## src/rtl/fetch_stage_if.sv

```systemverilog
// rtl/fetch_stage_if.sv - control, imem and IF/ID bundle between the fetch stage and its neighbours
interface fetch_stage_if #(
  parameter int PC_WIDTH    = 16,
  parameter int INSTR_WIDTH = 16
);
  logic                   halt;
  logic                   if_flush;
  logic                   pc_op;
  logic                   b_jmp;
  logic                   stall;
  logic [PC_WIDTH-1:0]    branch_offset;
  logic [PC_WIDTH-1:0]    jump_target;
  logic [INSTR_WIDTH-1:0] imem_rdata;
  logic [PC_WIDTH-1:0]    imem_addr;
  logic [PC_WIDTH-1:0]    pc;
  logic [INSTR_WIDTH-1:0] if_id_instr;
  logic [PC_WIDTH-1:0]    if_id_pc_plus2;
  logic                   if_id_valid;
  logic                   halted;

  modport master (
    output halt, if_flush, pc_op, b_jmp, stall, branch_offset, jump_target, imem_rdata,
    input  imem_addr, pc, if_id_instr, if_id_pc_plus2, if_id_valid, halted
  );

  modport slave (
    input  halt, if_flush, pc_op, b_jmp, stall, branch_offset, jump_target, imem_rdata,
    output imem_addr, pc, if_id_instr, if_id_pc_plus2, if_id_valid, halted
  );
endinterface

```

## src/rtl/fetch_stage.sv

```systemverilog
// rtl/fetch_stage.sv - PC register, redirect mux and IF/ID pipeline register with sticky halt
module fetch_stage #(
  parameter int                  PC_WIDTH     = 16,
  parameter int                  INSTR_WIDTH  = 16,
  parameter logic [PC_WIDTH-1:0] RESET_PC     = '0,
  parameter logic [INSTR_WIDTH-1:0] BUBBLE_INSTR = 16'h8000
) (
  input  logic          clk,
  input  logic          reset,
  fetch_stage_if.slave  bus
);
  typedef enum logic {ST_RUN, ST_HALTED} state_t;

  state_t                 r_state;
  logic [PC_WIDTH-1:0]    r_pc;
  logic [INSTR_WIDTH-1:0] r_instr;
  logic [PC_WIDTH-1:0]    r_pc_plus2;
  logic                   r_valid;
  logic                   r_halted;

  logic [PC_WIDTH-1:0]    w_pc_next_seq;
  logic [PC_WIDTH-1:0]    w_target_raw;
  logic [PC_WIDTH-1:0]    w_target;

  assign w_pc_next_seq = r_pc + PC_WIDTH'(2);
  assign w_target_raw  = bus.b_jmp ? (r_pc_plus2 + bus.branch_offset) : bus.jump_target;
  assign w_target      = {w_target_raw[PC_WIDTH-1:1], 1'b0};

  // A bubble replaces only the instruction and its valid flag; pc_plus2 keeps its last value.
  always_ff @(posedge clk) begin
    if (!reset) begin
      r_state    <= ST_RUN;
      r_pc       <= RESET_PC;
      r_instr    <= BUBBLE_INSTR;
      r_pc_plus2 <= '0;
      r_valid    <= 1'b0;
      r_halted   <= 1'b0;
    end else begin
      case (r_state)
        ST_RUN: begin
          if (bus.halt) begin
            r_state  <= ST_HALTED;
            r_halted <= 1'b1;
            r_instr  <= BUBBLE_INSTR;
            r_valid  <= 1'b0;
          end else if (bus.pc_op) begin
            r_pc    <= w_target;
            r_instr <= BUBBLE_INSTR;
            r_valid <= 1'b0;
          end else if (bus.stall) begin
            if (bus.if_flush) begin
              r_instr <= BUBBLE_INSTR;
              r_valid <= 1'b0;
            end
          end else if (bus.if_flush) begin
            r_pc    <= w_pc_next_seq;
            r_instr <= BUBBLE_INSTR;
            r_valid <= 1'b0;
          end else begin
            r_pc       <= w_pc_next_seq;
            r_instr    <= bus.imem_rdata;
            r_pc_plus2 <= w_pc_next_seq;
            r_valid    <= 1'b1;
          end
        end
        default: begin
          r_state  <= ST_HALTED;
          r_halted <= 1'b1;
          r_instr  <= BUBBLE_INSTR;
          r_valid  <= 1'b0;
        end
      endcase
    end
  end

  assign bus.imem_addr      = r_pc;
  assign bus.pc             = r_pc;
  assign bus.if_id_instr    = r_instr;
  assign bus.if_id_pc_plus2 = r_pc_plus2;
  assign bus.if_id_valid    = r_valid;
  assign bus.halted         = r_halted;
endmodule
```

## src/flat_wrapper.sv

```systemverilog
// flat-port wrapper written by rule: the top's interface ports become plain ports
module fetch_stage_flat 
#(
  parameter int                  PC_WIDTH     = 16,
  parameter int                  INSTR_WIDTH  = 16,
  parameter logic [PC_WIDTH-1:0] RESET_PC     = '0,
  parameter logic [INSTR_WIDTH-1:0] BUBBLE_INSTR = 16'h8000
)
  (clk, reset, bus_halt, bus_if_flush, bus_pc_op, bus_b_jmp, bus_stall, bus_branch_offset, bus_jump_target, bus_imem_rdata, bus_imem_addr, bus_pc, bus_if_id_instr, bus_if_id_pc_plus2, bus_if_id_valid, bus_halted);
  fetch_stage_if #(.PC_WIDTH(PC_WIDTH), .INSTR_WIDTH(INSTR_WIDTH)) bus_i ();
  input  logic clk;
  input  logic reset;
  input wire logic [$bits(bus_i.halt)-1:0] bus_halt;
  input wire logic [$bits(bus_i.if_flush)-1:0] bus_if_flush;
  input wire logic [$bits(bus_i.pc_op)-1:0] bus_pc_op;
  input wire logic [$bits(bus_i.b_jmp)-1:0] bus_b_jmp;
  input wire logic [$bits(bus_i.stall)-1:0] bus_stall;
  input wire logic [$bits(bus_i.branch_offset)-1:0] bus_branch_offset;
  input wire logic [$bits(bus_i.jump_target)-1:0] bus_jump_target;
  input wire logic [$bits(bus_i.imem_rdata)-1:0] bus_imem_rdata;
  output wire logic [$bits(bus_i.imem_addr)-1:0] bus_imem_addr;
  output wire logic [$bits(bus_i.pc)-1:0] bus_pc;
  output wire logic [$bits(bus_i.if_id_instr)-1:0] bus_if_id_instr;
  output wire logic [$bits(bus_i.if_id_pc_plus2)-1:0] bus_if_id_pc_plus2;
  output wire logic [$bits(bus_i.if_id_valid)-1:0] bus_if_id_valid;
  output wire logic [$bits(bus_i.halted)-1:0] bus_halted;
  assign bus_i.halt = bus_halt;
  assign bus_i.if_flush = bus_if_flush;
  assign bus_i.pc_op = bus_pc_op;
  assign bus_i.b_jmp = bus_b_jmp;
  assign bus_i.stall = bus_stall;
  assign bus_i.branch_offset = bus_branch_offset;
  assign bus_i.jump_target = bus_jump_target;
  assign bus_i.imem_rdata = bus_imem_rdata;
  assign bus_imem_addr = bus_i.imem_addr;
  assign bus_pc = bus_i.pc;
  assign bus_if_id_instr = bus_i.if_id_instr;
  assign bus_if_id_pc_plus2 = bus_i.if_id_pc_plus2;
  assign bus_if_id_valid = bus_i.if_id_valid;
  assign bus_halted = bus_i.halted;
  fetch_stage #(.PC_WIDTH(PC_WIDTH), .INSTR_WIDTH(INSTR_WIDTH), .RESET_PC(RESET_PC), .BUBBLE_INSTR(BUBBLE_INSTR)) u_core (.clk(clk), .reset(reset), .bus(bus_i));
endmodule
```

## config.mk

```make
export PLATFORM = sky130hd
export DESIGN_NAME = fetch_stage_flat
export DESIGN_NICKNAME = d
export VERILOG_FILES = /design/src/rtl/fetch_stage_if.sv /design/src/rtl/fetch_stage.sv /design/src/flat_wrapper.sv
export SDC_FILE = /design/constraint.sdc
export NUM_CORES = 1
export LEC_CHECK = 0
export CORE_UTILIZATION = 41
export DETAILED_ROUTE_END_ITERATION = 6
export PLACE_DENSITY = 0.84
export RECOVER_POWER = 50
export SLEW_MARGIN = 30
export SYNTH_ARGS = -nofsm -noshare
export SYNTH_HDL_FRONTEND = slang
export SYNTH_SLANG_ARGS = --single-unit
export TNS_END_PERCENT = 20
```

## constraint.sdc

```tcl
create_clock -name clk -period 2.1 [get_ports clk]
set_clock_uncertainty 0.05 [all_clocks]
set_input_delay 0.315 -clock clk [delete_from_list [all_inputs] [get_ports clk]]
set_output_delay 0.315 -clock clk [all_outputs]
set_load 0.01 [all_outputs]
```

==> results <==
final timing paths:
kind | end | slack [ns] | cells after the start
max | u_core.bus.imem_addr[9] | 0.01 | 7
min | u_core.bus.if_id_valid | 0.40 | 2
max reg2reg | u_core.bus.imem_addr[9] | 0.01 | 7
min reg2reg | u_core.bus.if_id_valid | 0.40 | 2
cell usage in the layout (no fill, tap or decap), drive strengths merged, types with 2 or more instances in the layout:
master / instances
nor2: 50
a2bb2oi: 2
dfxtp: 49
clkbuf: 10
a311o: 2
mux2: 4
inv: 11
a21o: 6
xor2: 12
dlygate4sd2: 5
or2: 2
or4: 2
a2111oi: 2
xnor2: 15
a211oi: 15
nand3: 12
a31oi: 7
nand2: 21
mux2i: 18
conb: 3
and2: 2
o211a: 2
a211o: 3
buf: 68
nand4: 7
dlygate4sd3: 45
a221oi: 4
nor3: 6
o21ai: 16
a21oi: 24
o22ai: 4
o21a: 3
clkdlybuf4s50: 65
o221ai: 2
ha: 16
and3: 4
what timing repair did:
item | CTS | global route
hold endpoints to repair | 0 | 0
resized for setup | 17 | 13
setup buffers | 0 | 0
endpoints found under the setup margin | 9 | 6
pin swaps | 11 | 5
kinds of logic (layout without fill, tap and decap cells):
| group | after synthesis | after routing | share of synthesized area (%) |
|---|---|---|---|
| adder cells (fa/ha/maj) | 16 | 16 | 6.17 |
| flip-flops | 49 | 49 | 30.2 |
| multiplexers | 22 | 22 | 6.94 |
| buffers and inverters | 51 | 206 | 8.55 |
| AO/OA/AOI/OAI | 101 | 101 | 22.4 |
| XOR/XNOR | 27 | 27 | 7.28 |
| other | 1 | 3 | 0.115 |
| AND/OR/NAND/NOR | 113 | 113 | 18.4 |
stage by stage:
step	instance area, µm²	hold WS [ns]	power [W]
4_1_cts	5050	0.409	0.00237
6_report	5110	0.405	0.00237
5_1_grt	5110	0.422	0.00246
3_5_place_dp	4880	0.395	0.00166
2_1_floorplan	3280	0.387	0.00133
3_3_place_gp	4880	0.383	0.00165
worst min-delay path: stages, from the launching register on:
cell	delay (ns)
sky130_fd_sc_hd__dfxtp_1	0.32
sky130_fd_sc_hd__inv_1	0.05
sky130_fd_sc_hd__a21oi_1	0.05
area by class of cell:
type                    count  area [µm²]
clock inverters             1        30.0
inverters                  12        45.0
multi-input cells         282        2140
clock buffers               7        86.3
well taps                 102         128
flip-flops and latches     49         987
repair buffers            186        1700
fillers                   643        2570
state kept, by name, summed over array words and instances (netlist names):
signal / count
u_core.bus.if_id_instr: 16
u_core.bus.if_id_pc_plus2: 15
u_core.bus.imem_addr: 15
u_core.bus.halted: 1
u_core.bus.if_id_valid: 1
u_core.r_state: 1
report_power, final:
part	switching [W]	internal, W	total, W
logic	0.000306	0.000357	0.000664
clock network	0.000323	0.000389	0.000712
registers	0.0000318	0.000959	0.000991
metal layers:
| metal | global-route usage (%) | vias to the layer above | part of all wire, % | routed length (µm) |
|---|---|---|---|---|
| li1 | - | 1659 | - | - |
| met1 | 31.3 | 1619 | 42 | 4410 |
| met2 | 43.1 | 156 | 48 | 5040 |
| met3 | 5.78 | 24 | 7.5 | 787 |
| met4 | 10.3 | 0 | 2.7 | 279 |
| met5 | 0 | - | 0 | 0 |
==> run summary <==
The run finished with clean final reports. Dividing the detail-routed wire length by the instance count gives 16.5 µm. The clock passes through at most 2 buffers. For this run, the register share of the synthesized area comes to 30.2%. The largest fanout on the critical path is 3, and the flip-flop and latch count after synthesis is 49.

Buffers inserted during clock tree synthesis total 5. The worst setup path is captured at a flop. The vertical extent of the die was 91.0 µm; the antenna diode instance count was 0. The worst register-to-register path begins at u_core.bus.if_id_pc_plus2[4].

Relative to the synthesized area, the layout overhead comes to 57.5%. The longest individual stage delay on the worst path is 0.46 ns, and the iteration count of the initial detailed-routing pass is 5. The placeable core area is 7690 µm², and the part of the cycle the worst path needs is 99.5%. By instance count, the leading cell after synthesis is sky130_fd_sc_hd__dfxtp_1. The cell taking the most area after synthesis was sky130_fd_sc_hd__dfxtp_1. In this run, post-CTS hold repair placed 0 buffers. The most critical setup path has its startpoint at u_core.bus.if_id_pc_plus2[4]. The total power density per cell area is 463 nW/µm².

The run gives 0 as the count of synthesis-stage warnings from yosys. For the total via count after detailed routing, the log shows 3458. The logs give 67 for the number of unique standard cell types used by synthesis and 2 for the number of H-tree levels. Counting every instance in the synthesized netlist gives 380.

In the synthesized netlist the async set-or-reset flop fraction comes to 0%. For this run, the leading register cell type out of synthesis is sky130_fd_sc_hd__dfxtp_1. After detailed routing, the number of vias per cell comes to 5.41. Ranked by total cell area, the synthesized netlist is headed by sky130_fd_sc_hd__dfxtp_1, sky130_fd_sc_hd__ha_1, sky130_fd_sc_hd__mux2i_1.

The mapped netlist covers 3250 µm². For the number of sinks handled by clock tree synthesis, the log shows 49. Max-cap violations in this run came to 0. The data arrival at the endpoint of the critical path is 2.27 ns.

The count of input and output buffers works out to 115. At the end of the flow, the number of nets in the layout was 607. The floorplan has 32 rows. The first-pass GRT wire length came out at 16900 µm.

Routability-driven placement finished with a final weighted congestion of 0.880. The post-route netlist has 22.7% of its cells at a drive strength greater than 1. The global-route congestion overflow total was 0; the count of final max-slew check failures was 0. The worst setup path is launched from a flop. By startpoint and endpoint, the worst setup path is classified as flop to flop. Entering global routing, the biggest net connects 24 pins. In this design, the largest share of critical-path delay is due to compound AO/OA/AOI/OAI gates. Total instance count after detailed placement: 631. Cell at the slowest stage of the critical path: sky130_fd_sc_hd__a221o_2. The detailed router finished its first iteration with 288 violations.

Final worst-path setup slack: 0.0104 ns. In this run the remaining antenna-violating nets after routing total 0. The top cell type's share of synthesized area works out to 30.2%. For the total setup violations reported at the end of the flow, the log shows 0.

A synthesized cell averages 8.54 µm². The sum of negative setup slack was 0 ns; the total buffers and inverters traversed by the critical path was 0. The total half-perimeter wirelength after legalization and detailed placement is 8180 µm. The number of global-route vias before repair is 3512, and the share of the core filled with cells in the final layout is 66.5%.

Most common cell type on the critical path: sky130_fd_sc_hd__a21oi_1. After layout, the minimum clock period comes to 2.09 ns. Peak clock frequency supported by timing: 0.479 GHz.

For the total DRC errors in the routed layout, the log shows 0. For this run, the number of standard cells in the final layout without fillers is 639. TritonCTS built the clock tree.

The die covers 8280 µm². The static power due to leakage came out at 2.19 nW. Traced cell by cell, the critical path runs through ha_4, a21o_1, a221o_2, a21oi_1, o21ai_0, xnor2_1, a21oi_1.

IR analysis of the VDD net gives a maximum drop of 0.332 mV. Number of enable flip-flop cells after synthesis: 0. 121 I/O pins were placed. Startpoint of the worst hold path: u_core.bus.if_id_valid. The clock reaches the later pin of the worst-skew pair after 0.31 ns. The class of the tightest hold or removal check was flop to flop. The tools report the pre-CTS setup slack as -0.492 ns. For this configuration, the core starts out at a cell density of 42.2%.

Summed over all layers, the routed wires come to 10500 µm. The worst endpoint required time is 2.28 ns. By count the netlist is led by sky130_fd_sc_hd__dfxtp_1, sky130_fd_sc_hd__nor2_1, sky130_fd_sc_hd__a21oi_1. The hold violation count in the final report is 0.

The tools report the cell at the root of the clock tree as sky130_fd_sc_hd__clkbuf_8. Clock-pin slew was measured on the worst setup and hold paths at 0.10 ns. Setup repair after global routing could not meet its margin everywhere.

In the global route stage, overall resource usage came out at 25.5%. The floorplan step set the die width to 91.0 µm. The initial antenna violation count came out at 0.
No activity file was read; power rests on OpenSTA's default activity.
